File: config.mk
export PLATFORM = sky130hd
export DESIGN_NAME = mem_access
export DESIGN_NICKNAME = d
export VERILOG_FILES = /design/src/rtl/mem_access.sv
export SDC_FILE = /design/constraint.sdc
export NUM_CORES = 1
export LEC_CHECK = 0
export ABC_AREA = 1
export BUFFER_PORTS_ARGS = -buffer_cell sky130_fd_sc_hd__buf_2
export CELL_PAD_IN_SITES_DETAIL_PLACEMENT = 1
export CELL_PAD_IN_SITES_GLOBAL_PLACEMENT = 1
export CORE_MARGIN = 10
export CORE_UTILIZATION = 35
export DETAILED_ROUTE_END_ITERATION = 8
export PLACE_DENSITY_LB_ADDON = 0.1
export SKIP_LAST_GASP = 1
export SLEW_MARGIN = 20
export SYNTH_ARGS = -nofsm -noshare
export SYNTH_HDL_FRONTEND = slang
export SYNTH_SLANG_ARGS = --single-unit
File: constraint.sdc
create_clock -name clk -period 5.1 [get_ports clk]
set_clock_uncertainty 0.1 [all_clocks]
set_input_delay 1.02 -clock clk [delete_from_list [all_inputs] [get_ports clk]]
set_output_delay 1.02 -clock clk [all_outputs]
set_load 0.02 [all_outputs]
File: src/rtl/mem_access.sv
// mem_access: memory-stage load/store sequencer between the pipeline and a
// two-phase data bus (address accept, then data complete).
//
// Ports:
//   clk, reset         rising-edge clock, synchronous active-high reset
//   req_valid          memory-stage request present, held until done
//   req_load/store     request kind; neither means no bus access
//   req_addr           byte address
//   req_msize          000 byte, 001 half, 010 word, 011 dword
//   req_unsigned       load zero-extends when 1
//   req_wd/strobe      store data and byte enables, already lane-aligned
//   dbus_valid         bus request, high while in REQ
//   dbus_addr/size     captured address and msize
//   dbus_strobe/data   captured store strobe (0 for loads) and data
//   dbus_addr_ok       bus accepted the request
//   dbus_data_ok       bus completed the transaction
//   dbus_rdata         raw 64-bit read data
//   done               one-cycle completion pulse
//   misalign           valid with done; address misaligned for msize
//   rdata              extracted load result, valid with done
//   stall              pipeline must hold (req_valid and not done)
module mem_access #(
  parameter int DATA_W = 64,
  parameter int ADDR_W = 64
) (
  input  logic              clk,
  input  logic              reset,
  input  logic              req_valid,
  input  logic              req_load,
  input  logic              req_store,
  input  logic [ADDR_W-1:0] req_addr,
  input  logic [2:0]        req_msize,
  input  logic              req_unsigned,
  input  logic [DATA_W-1:0] req_wd,
  input  logic [7:0]        req_strobe,
  output logic              dbus_valid,
  output logic [ADDR_W-1:0] dbus_addr,
  output logic [2:0]        dbus_size,
  output logic [7:0]        dbus_strobe,
  output logic [DATA_W-1:0] dbus_data,
  input  logic              dbus_addr_ok,
  input  logic              dbus_data_ok,
  input  logic [DATA_W-1:0] dbus_rdata,
  output logic              done,
  output logic              misalign,
  output logic [DATA_W-1:0] rdata,
  output logic              stall
);

  typedef enum logic [1:0] {
    IDLE = 2'd0,
    REQ  = 2'd1,
    WAIT = 2'd2,
    DONE = 2'd3
  } state_t;

  state_t state, nxt;

  logic        is_mem;
  logic        aligned;
  logic        uns_q;
  logic        load_q;
  logic        mis_q;
  logic        cap_ld;
  logic [63:0] ext;
  logic [7:0]  lb;
  logic [15:0] lh;
  logic [31:0] lw;
  logic        sz_b, sz_h, sz_w, sz_d;

  assign is_mem = req_load | req_store;

  always_comb begin
    aligned = 1'b1;
    case (req_msize[1:0])
      2'b00:   aligned = 1'b1;
      2'b01:   aligned = ~req_addr[0];
      2'b10:   aligned = (req_addr[1:0] == 2'b00);
      default: aligned = (req_addr[2:0] == 3'b000);
    endcase
  end

  // state register
  always_ff @(posedge clk) begin
    if (reset) state <= IDLE;
    else       state <= nxt;
  end

  // next state
  always_comb begin
    nxt = state;
    case (state)
      IDLE: if (req_valid)
              nxt = (is_mem && aligned) ? REQ : DONE;
      REQ:  if (dbus_addr_ok)
              nxt = dbus_data_ok ? DONE : WAIT;
      WAIT: if (dbus_data_ok) nxt = DONE;
      DONE: nxt = IDLE;
      default: nxt = IDLE;
    endcase
  end

  // outputs
  always_comb begin
    dbus_valid = (state == REQ);
    done       = (state == DONE);
    misalign   = (state == DONE) && mis_q;
    stall      = req_valid && (state != DONE);
  end

  // lane extraction from the captured address, not the live request
  assign lb = dbus_rdata[{dbus_addr[2:0], 3'b000} +: 8];
  assign lh = dbus_rdata[{dbus_addr[2:1], 4'b0000} +: 16];
  assign lw = dbus_rdata[{dbus_addr[2], 5'b00000} +: 32];

  assign sz_b = (dbus_size == 3'b000);
  assign sz_h = (dbus_size == 3'b001);
  assign sz_w = (dbus_size == 3'b010);
  assign sz_d = ~(sz_b | sz_h | sz_w);

  always_comb begin
    ext = dbus_rdata;
    unique case (1'b1)
      sz_b: ext = {{56{~uns_q & lb[7]}}, lb};
      sz_h: ext = {{48{~uns_q & lh[15]}}, lh};
      sz_w: ext = {{32{~uns_q & lw[31]}}, lw};
      sz_d: ext = dbus_rdata;
    endcase
  end

  // load data is taken only on the cycle that completes the transaction
  assign cap_ld = load_q && dbus_data_ok &&
                  ((state == WAIT) ||
                   ((state == REQ) && dbus_addr_ok));

  always_ff @(posedge clk) begin
    if (reset) begin
      dbus_addr   <= '0;
      dbus_size   <= '0;
      dbus_strobe <= '0;
      dbus_data   <= '0;
      uns_q       <= 1'b0;
      load_q      <= 1'b0;
      mis_q       <= 1'b0;
      rdata       <= '0;
    end else if (state == IDLE && req_valid) begin
      rdata <= '0;
      mis_q <= is_mem && !aligned;
      if (is_mem && aligned) begin
        dbus_addr   <= req_addr;
        dbus_size   <= req_msize;
        dbus_strobe <= req_load ? 8'h00 : req_strobe;
        dbus_data   <= req_wd;
        uns_q       <= req_unsigned;
        load_q      <= req_load;
      end
    end else if (cap_ld) begin
      rdata <= ext;
    end
  end

endmodule
==> flow_summary.ini <==
[synth]
synthDistinctLibCells = 27
ys_ff_latch = 208
yosys_warnings = 0
synth_area_per_cell_um2 = 6.47
seq_area_frac_synth = 0.410
synth_cells = 1571
synth_nets = 1787
synth_area_um2 = 10200

[global_routing]
grt_pass1_wl_mm = 70.7
gr-usage-all-layers = 0.244
grt_pass1_vias = 12100
grt_max_degree = 105
gr-total-overflow = 0
antenna_found_initial = 13

[place]
pre_cts_slack_ns = 1.42
dp.cells = 2261
placed_cell_area_um2 = 12300
dpl.hpwl_mm = 34.2
portBuffers = 417
gp_congestion = 0.903

[sta]
hold_viol = 0
fin_crit_sh = 0.639
max_slew_margin = 0.339
finalSetupTns_ns = 0
hold_slack_ns = 0.359
slew_violations = 0
finalSetupViolations = 0
worst_slew_pin_slew_ns = 0.992
fin_crit_ns = 3.26
fmax_ghz = 0.307
setup_slack_ns = 1.84
rsz0062_at_grt = no

[cells_and_area]
stdcell_count = 2314
syn2layout_area_growth_pct = 29.7
final_cell_area_um2 = 13200
fin_nets = 2121
drive_gt1_frac = 0.256

[setup_path]
r2r-start = state[0]$_SDFFE_PP0P_
crit_type = flip-flop to flip-flop
reg2reg_to = dbus_strobe[0]$_SDFFE_PP0P_
cp_num_buf_inv = 2
r2r.worst_path.cells = 9
cp-start-kind = flip-flop
path_delay_family = simple AND/OR/NAND/NOR gates
crit_arrival_ns = 3.62
slowest_stage = nor2_1
crit_chain = inv_1 > ha_1 > nand2_1 > nor2_4 > buf_4 > nand2_4 > nor2_1 > a22oi_1 > nor2_1
crit_top_cell = nor2_1
cpPeakStageDelay_ns = 0.75
cp-end-kind = flip-flop
crit_required_ns = 5.46
cp_max_fo = 91
reg2reg_slack_ns = 1.84

[cts]
clk_latency_ns = 0.52
hold_buffers = 0
postCtsSetupRepairBufs = 0
tritoncts = done
cts-buffers-inserted = 25
root_buffer = clkbuf_16
cts.htree.levels = 1
clk_pin_slew_worst_paths_ns = 0.06
max-clock-path-buffers = 3
cts_sinks = 208
cts-resized-gates = 0

[hold_path]
min_from = dbus_data[31]$_SDFFE_PP0P_
hold_path_class = flip-flop to flip-flop
holdPathStages = 2
min_delay_worst_endpoint = dbus_data[31]$_SDFFE_PP0P_

[floorplan]
die_w_um = 190
initial_core_util = 0.354
die_y_um = 190
core_um2 = 28700
rows = 62
boundaryPins = 418
die_area_um2 = 36300

[run_status]
status = complete, no violations

[route]
num_vias = 11900
drt_first_pass_iters = 4
ant_nets = 0
dr.max_layer_used = met5
viasPerCell = 5.15
drc_errors = 0
met2_length_mm = 23.1
drt_iter0_drc = 782
totalWireLength_mm = 46.6
wl_met1_mm = 17.8
wire_per_inst_um = 20.1
wl_met3_mm = 4.23

[power_and_ir_drop]
seqPwrFrac = 0.357
power.switching_uw = 1890
internal-power_uw = 3230
peakVddDrop_mv = 0.235
power.share.clock = 0.340
swShare = 0.369
p_leak_uw = 0.00653
power.density_nw_per_um2 = 389
share_comb_of_total_power = 0.302

[run]
max_cap_viol_count = 0
==> worst register-to-register path: stages, from the launching register on <==
cell	delay (ns)
dfxtp_1	0.36
inv_1	0.13
ha_1	0.21
nand2_1	0.14
nor2_4	0.13
buf_4	0.45
nand2_4	0.61
nor2_1	0.80
a22oi_1	0.14
nor2_1	0.13
==> per-layer routing <==
metal	vias to the layer above	track usage
met1	5731	0.272
met5	-	0
met4	12	0.0790
li1	5724	-
met2	369	0.427
met3	82	0.0827
==> cell usage in the layout, fill, tap and decap left out, drive strengths merged <==
cell	Yosys	routed
a21oi	144	144
a21boi	7	7
o211ai	7	7
a21o	1	1
a22oi	9	9
clkinv	2	6
dfxtp	208	208
o21ai	57	57
clkinvlp	0	2
clkbuf	67	39
inv	113	113
nor2	250	250
nand3	290	290
nor3	1	1
diode	0	7
o221ai	1	1
nand2	349	349
a211oi	1	1
ha	5	5
buf	59	433
==> cells in the mapped netlist <==
library cell	number	share of area
buf_2	40	0.020
buf_4	3	0.0022
o221ai_1	1	0.00086
o21ai_1	1	0.00049
nor2_2	2	0.0012
o21ai_0	56	0.028
nor3_1	1	0.00049
buf_6	5	0.0055
a211oi_1	1	0.00074
nand3_2	1	0.00099
inv_1	106	0.039
clkinv_1	2	0.00074
ha_1	5	0.0062
a21oi_1	144	0.071
a21o_1	1	0.00074
nor2_1	247	0.091
inv_2	7	0.0026
nand3_1	289	0.14
clkbuf_1	67	0.025
a21boi_0	7	0.0052
buf_1	11	0.0041
nor2_4	1	0.0011
o211ai_1	7	0.0052
nand2_1	348	0.13
dfxtp_1	208	0.41
nand2_4	1	0.0011
a22oi_1	9	0.0066
==> how the worst max path moves through the flow <==
stage	start	endpoint	slack, ns	cells past startpoint
after floorplan	req_valid	stall	2.64	2
after global placement	req_valid	dbus_strobe[7]$_SDFFE_PP0P_	1.47	8
after detailed placement	req_valid	dbus_strobe[5]$_SDFFE_PP0P_	1.42	8
after CTS	state[0]$_SDFFE_PP0P_	dbus_strobe[2]$_SDFFE_PP0P_	1.83	9
after global routing	state[0]$_SDFFE_PP0P_	dbus_strobe[2]$_SDFFE_PP0P_	1.47	9
final	state[0]$_SDFFE_PP0P_	dbus_strobe[0]$_SDFFE_PP0P_	1.84	9
==> kinds of logic after synthesis <==
group | share of synthesized area
compound gates | 0.118
simple gates | 0.367
fa+ha+maj | 0.00616
buf+inv | 0.0987
flops | 0.410
==> cell type report <==
cell class / count / area (µm²)
Sequential cell: 208 / 4170
Clock buffer: 39 / 768
Timing Repair Buffer: 433 / 2240
Inverter: 115 / 432
Fill cell: 3941 / 15500
Tap cell: 384 / 480
Antenna cell: 7 / 17.5
Multi-Input combinational cell: 1122 / 5040
Clock inverter: 6 / 35.0
==> registers in the layout, summed over array words and instances (netlist names) <==
signal	count
dbus_addr	64
dbus_data	64
dbus_size	3
dbus_strobe	8
load_q	1
mis_q	1
rdata	64
state	2
uns_q	1
==> per-stage QoR <==
step | power, µW | utilization
after floorplan | 2910 | -
after global placement | 3390 | 0.430
after detailed placement | 3410 | 0.430
after CTS | 5180 | 0.458
after global routing | 5420 | 0.459
final | 5120 | 0.459
==> power groups by stage <==
stage	registers, µW	clock network (µW)	logic (µW)
floorplan	1980	0	923
global placement	1860	0	1530
detailed placement	1860	0	1550
CTS	1830	1790	1560
global route	1840	1860	1720
finish	1830	1740	1550
Power figures use the tool's default switching activity.
